$ cat config.mk
export PLATFORM = sky130hd
export DESIGN_NAME = emif_buffer_loader
export DESIGN_NICKNAME = d
export VERILOG_FILES = /design/src/rtl/emif_loader_pkg.sv /design/src/rtl/emif_buffer_loader_unpacker.sv /design/src/rtl/emif_buffer_loader.sv
export SDC_FILE = /design/constraint.sdc
export NUM_CORES = 1
export LEC_CHECK = 0
export ABC_AREA = 1
export BUFFER_PORTS_ARGS = -buffer_cell sky130_fd_sc_hd__clkbuf_2
export CELL_PAD_IN_SITES_DETAIL_PLACEMENT = 1
export CELL_PAD_IN_SITES_GLOBAL_PLACEMENT = 1
export CORE_MARGIN = 10
export CORE_UTILIZATION = 45
export CTS_BUF_LIST = sky130_fd_sc_hd__clkbuf_8
export DETAILED_ROUTE_END_ITERATION = 16
export GPL_ROUTABILITY_DRIVEN = 0
export PLACE_DENSITY = 0.95
export SYNTH_ARGS = -nofsm -noshare
export SYNTH_HDL_FRONTEND = slang
export SYNTH_SLANG_ARGS = --single-unit
$ cat constraint.sdc
create_clock -name clk -period 14.94 [get_ports clk]
set_clock_uncertainty 0.1 [all_clocks]
set_input_delay 2.241 -clock clk [delete_from_list [all_inputs] [get_ports clk]]
set_output_delay 2.241 -clock clk [all_outputs]
set_load 0.02 [all_outputs]
$ cat src/rtl/emif_loader_pkg.sv
// emif_buffer_loader shared types and sizing helpers.
// Optional checksum output is enabled with LOAD_CHECKSUM_EN.
package emif_loader_pkg;

  typedef enum logic [1:0] {
    LD_IDLE,
    LD_FETCH,
    LD_UNPACK,
    LD_DONE
  } ld_state_e;

  function automatic int calc_ratio(input int ew, input int bw);
    return ew / bw;
  endfunction

  function automatic int calc_dest_w(input int n);
    return (n > 1) ? $clog2(n) : 1;
  endfunction

endpackage

$ cat src/rtl/emif_buffer_loader_unpacker.sv
// word_unpacker: holds one EMIF word and emits its buffer-width slices,
// least-significant first, from a registered slice output.
module word_unpacker
  import emif_loader_pkg::*;
#(
  parameter int EW = 128,
  parameter int BW = 32
) (
  input  logic          clk,
  input  logic          reset,
  input  logic          load,
  input  logic          advance,
  input  logic [EW-1:0] word_in,
  output logic [BW-1:0] slice,
  output logic          last
);

  localparam int RATIO = calc_ratio(EW, BW);
  localparam int IW = (RATIO > 1) ? $clog2(RATIO) : 1;

  logic [EW-1:0] word_q;
  logic [IW-1:0] idx_q;
  logic [IW-1:0] idx_nxt;
  logic [BW-1:0] slice_q;

  assign idx_nxt = idx_q + IW'(1);
  assign last    = (idx_q == IW'(RATIO - 1));
  assign slice   = slice_q;

  // Slice 0 is presented straight from the incoming word on capture.
  always_ff @(posedge clk or posedge reset) begin
    if (reset) begin
      word_q  <= '0;
      idx_q   <= '0;
      slice_q <= '0;
    end else if (load) begin
      word_q  <= word_in;
      idx_q   <= '0;
      slice_q <= word_in[BW-1:0];
    end else if (advance) begin
      idx_q   <= idx_nxt;
      slice_q <= word_q[int'(idx_nxt)*BW +: BW];
    end
  end

endmodule

$ cat src/rtl/emif_buffer_loader.sv
// emif_buffer_loader: copies EMIF words into a selected ML buffer,
// narrowing each word into slices. LOAD_CHECKSUM_EN adds checksum.
module emif_buffer_loader
  import emif_loader_pkg::*;
#(
  parameter int EMIF_ADDR_WIDTH = 12,
  parameter int EMIF_DATA_WIDTH = 128,
  parameter int BUF_ADDR_WIDTH  = 8,
  parameter int BUF_DATA_WIDTH  = 32,
  parameter int NUM_BUFS        = 2,
  parameter int READ_LATENCY    = 0,
  localparam int DEST_W = calc_dest_w(NUM_BUFS)
) (
  input  logic                       clk,
  input  logic                       reset,
  input  logic                       start,
  input  logic [EMIF_ADDR_WIDTH-1:0] base_addr,
  input  logic [BUF_ADDR_WIDTH-1:0]  buf_base,
  input  logic [BUF_ADDR_WIDTH:0]    num_words,
  input  logic [DEST_W-1:0]          dest_sel,
  output logic                       busy,
  output logic                       done,
  output logic [EMIF_ADDR_WIDTH-1:0] emif_address,
  input  logic [EMIF_DATA_WIDTH-1:0] emif_dataout,
  output logic                       emif_wen,
  output logic [BUF_ADDR_WIDTH-1:0]  buf_addr,
  output logic [BUF_DATA_WIDTH-1:0]  buf_datain,
  output logic [NUM_BUFS-1:0]        buf_we
`ifdef LOAD_CHECKSUM_EN
  ,
  output logic [BUF_DATA_WIDTH-1:0]  checksum
`endif
);

  localparam int CW = BUF_ADDR_WIDTH + 1;

  ld_state_e          state;
  logic [1:0]         fcnt;
  logic [CW-1:0]      rem;
  logic [DEST_W-1:0]  dest;
  logic               load;
  logic               advance;
  logic               last;
  logic               accept;

  assign emif_wen = 1'b0;
  assign accept   = start &&
                    (state == LD_IDLE || state == LD_DONE);
  assign load     = (state == LD_FETCH) &&
                    (fcnt == 2'(READ_LATENCY));
  assign advance  = (state == LD_UNPACK) &&
                    (rem != CW'(1)) && !last;

  word_unpacker #(
    .EW(EMIF_DATA_WIDTH),
    .BW(BUF_DATA_WIDTH)
  ) u_unpack (
    .clk    (clk),
    .reset  (reset),
    .load   (load),
    .advance(advance),
    .word_in(emif_dataout),
    .slice  (buf_datain),
    .last   (last)
  );

  always_ff @(posedge clk or posedge reset) begin
    if (reset) begin
      state        <= LD_IDLE;
      busy         <= 1'b0;
      done         <= 1'b0;
      buf_we       <= '0;
      emif_address <= '0;
      buf_addr     <= '0;
      fcnt         <= '0;
      rem          <= '0;
      dest         <= '0;
    end else begin
      unique case (state)
        LD_IDLE, LD_DONE: begin
          if (start) begin
            emif_address <= base_addr;
            buf_addr     <= buf_base;
            rem          <= num_words;
            dest         <= dest_sel;
            fcnt         <= '0;
            if (num_words == '0) begin
              state <= LD_DONE;
              done  <= 1'b1;
            end else begin
              state <= LD_FETCH;
              busy  <= 1'b1;
              done  <= 1'b0;
            end
          end
        end
        LD_FETCH: begin
          if (load) begin
            state  <= LD_UNPACK;
            buf_we <= NUM_BUFS'(1) << dest;
          end else begin
            fcnt <= fcnt + 2'd1;
          end
        end
        LD_UNPACK: begin
          buf_addr <= buf_addr + BUF_ADDR_WIDTH'(1);
          rem      <= rem - CW'(1);
          // Count exhaustion wins over end-of-word: partial words end here.
          if (rem == CW'(1)) begin
            state  <= LD_DONE;
            busy   <= 1'b0;
            done   <= 1'b1;
            buf_we <= '0;
          end else if (last) begin
            state        <= LD_FETCH;
            emif_address <= emif_address + EMIF_ADDR_WIDTH'(1);
            fcnt         <= '0;
            buf_we       <= '0;
          end
        end
        default: state <= LD_IDLE;
      endcase
    end
  end

`ifdef LOAD_CHECKSUM_EN
  always_ff @(posedge clk or posedge reset) begin
    if (reset) begin
      checksum <= '0;
    end else if (accept) begin
      checksum <= '0;
    end else if (|buf_we) begin
      checksum <= checksum ^ buf_datain;
    end
  end
`endif

endmodule

==> impl_metrics.toml <==
[setup_path]
worstSetupPathType = "input port to async pin"
start_kind = "input port"
arrival_ns = 3.99
crit_fanout = 118
critPathRequiredTime_ns = 15.29
endpoint_kind = "async pin"

[cells_and_area]
fin_util_pct = 52.78
layout-drive-gt1-share_pct = 28.71
diodes = 0
layout.cells.most_common = "nand2_1"
multiInputGateArea_um2 = 4309
fin_nets = 1484
area_delta_synth_final_pct = 15.48
register_area_um2 = 5006
fill_cells = 2686
final_cell_mix = "nand2_1, clkbuf_2, dfrtp_1"
stdcell_count = 1607

[logic_synthesis]
yosys.cell_types.count = 36
syn_avg_cell_area_um2 = 8.750
synth-xor-area-share_pct = 0.1756
syn_nets = 1310
ys_seq_elements = 200
yosys.area.top_type = "dfrtp_1"
synthTopCellsByArea = "dfrtp_1, nand2_1, mux2_2"
synth_flop_cell = "dfrtp_1"
synth_seq_area_share_pct = 50.18
synthArstFlopShare_pct = 100.0
synth_top_family_by_area = "simple AND/OR/NAND/NOR gates"
synth_fa_ha_area_share_pct = 1.129
syn_area_um2 = 9975
synth.top_cell.area_share_pct = 50.18
synth-edff-count = 0
yosys.area_share.simple_pct = 24.20
ys_warn_count = 0
synth_mux_area_share_pct = 10.84
synthCells = 1140
synth_compound_area_share_pct = 6.661

[timing]
slew_headroom_pct = 24.09
hold_viol_final = 0
fin_crit_ns = 3.635
fmax_mhz = 275.1
slew_viol_final = 0
holdWs_ns = 0.3933
worst_pin_slew_ns = 1.139
finalCritPeriodShare_pct = 24.33
final-setup-viol-count = 0
rsz0062_at_grt = "false"
tns_ns = 0

[power_and_ir_drop]
power_frac_comb_pct = 50.5
seqPwrFrac_pct = 36.6
p_leak_nw = 5.830
max-vdd-ir-drop_v = 0.0001359
powerDensity_nw_per_um2 = 239.3
netSwitchingFraction_pct = 46.98
switchingPower_mw = 1.295
p_total_mw = 2.756
power.share.clock_pct = 12.9
internal-power_mw = 1.461

[status]
status = "completed"

[clocking]
numCtsBuffers = 17
cts.sinks = 200
cts_tree = "done"
postCtsHoldBufs = 0
cts_resized = 0
cts_root_buf = "clkbuf_8"
htree_num_levels = 4
clk_pin_slew_worst_paths_ns = 0.11
clk_latency_ns = 0.47
postCtsSetupRepairBufs = 0
cts_buffer_depth = 2

[route]
drc = 0
ant_nets = 0
dr.pass1.iters = 5
wire_per_inst_um = 18.69
drtIter0Drc = 719
totalWireLength_mm = 30.04
num_vias = 8588
viasPerCell = 5.344

[die]
core-area_um2 = 21820
die_area_um2 = 28520
row_count = 54
die_height_um = 168.9
boundaryPins = 218
die_w_um = 168.9
initial_utilization_pct = 45.71

[placement]
dp_hpwl_mm = 21.27
dp_cells = 1575
port_buffers = 216

[global_routing]
grt_usage_pct = 20.87
grt_pass1_wl_mm = 48.82
grt_max_degree = 152
grt_pass1_vias = 9507
antenna_found_initial = 0
overflow = 0

[run]
max_cap_viol_count = 0

[hold_path]
hold_class = "flop to flop"
==> cells by family (layout without fill, tap and decap cells) <==
logic type,count (synthesis),in the layout
AO/OA/AOI/OAI,123,123
XOR/XNOR,2,2
adder cells (fa/ha/maj),9,9
buffers and inverters,146,333
flip-flops,200,200
multiplexers,96,96
other,1,1
AND/OR/NAND/NOR,563,563
==> synth_stat cells (all sizes together), types with 4 or more instances <==
cell / instances
dfrtp: 200
inv: 78
nand4: 8
nor2: 33
or2: 4
clkbuf: 20
nand2: 352
mux2: 96
buf: 48
a21oi: 15
ha: 9
nand3: 164
o21ai: 102
==> critical path, cell delays in order <==
cell	delay, ns
clkbuf_2	0.12
inv_8	0.53
buf_4	0.92
==> path summary, 6_finish.rpt <==
path,to,startpoint,cells after the start,slack [ns]
worst max-delay path,u_unpack.slice[0]$_DFFE_PP0P_,reset,3,11.30
worst min-delay path,rem[8]$_DFFE_PP0P_,rem[8]$_DFFE_PP0P_,2,0.39
worst max register to register,u_unpack.idx_q[0]$_DFFE_PP0P_,fcnt[0]$_DFFE_PP0P_,7,11.52
worst min register to register,rem[8]$_DFFE_PP0P_,rem[8]$_DFFE_PP0P_,2,0.39
max in group clk,emif_address[7],emif_address[7]$_DFFE_PP0P_,1,11.40
min in group asynchronous,u_unpack.word_q[64]$_DFFE_PP0P_,reset,2,1.78
==> power by group through the flow <==
stage	registers (mW)	logic, mW	clock network, mW
2_1_floorplan	1.04	0.992	0
3_3_place_gp	0.990	1.32	0
3_5_place_dp	1.02	1.40	0
4_1_cts	1.01	1.41	0.365
5_1_grt	1.04	1.57	0.387
6_report	1.01	1.39	0.356
==> registers in the layout, indices dropped and copies added (netlist names) <==
signal / flops
rem: 9
dest: 1
done: 1
busy: 1
buf_addr: 8
u_unpack.slice: 32
u_unpack.idx_q: 2
state: 2
fcnt: 2
emif_address: 12
buf_we: 2
u_unpack.word_q: 128
==> through the flow <==
stage / instance area [µm²] / setup WS, ns
6_report: 11520 / 11.30
5_1_grt: 11520 / 11.04
4_1_cts: 11520 / 11.24
3_5_place_dp: 11100 / 10.71
3_3_place_gp: 11100 / 10.75
2_1_floorplan: 9975 / 7.145
==> metal layers <==
metal | routed length (µm) | global-route usage (%) | share of wire, %
met1 | 12890 | 25.64 | 43
met2 | 15150 | 35.84 | 50
met3 | 1504 | 5.002 | 5.0
met4 | 500 | 5.488 | 1.7
met5 | 0 | 0 | 0
==> layout make-up <==
type	count	area share, %
tap	280	3.042
clock inverter	15	1.564
inverter	78	2.650
clock buffer	17	2.031
timing repair buffer	223	9.841
multi-input combinational	794	37.41
sequential	200	43.46
Power figures use the tool's default switching activity.
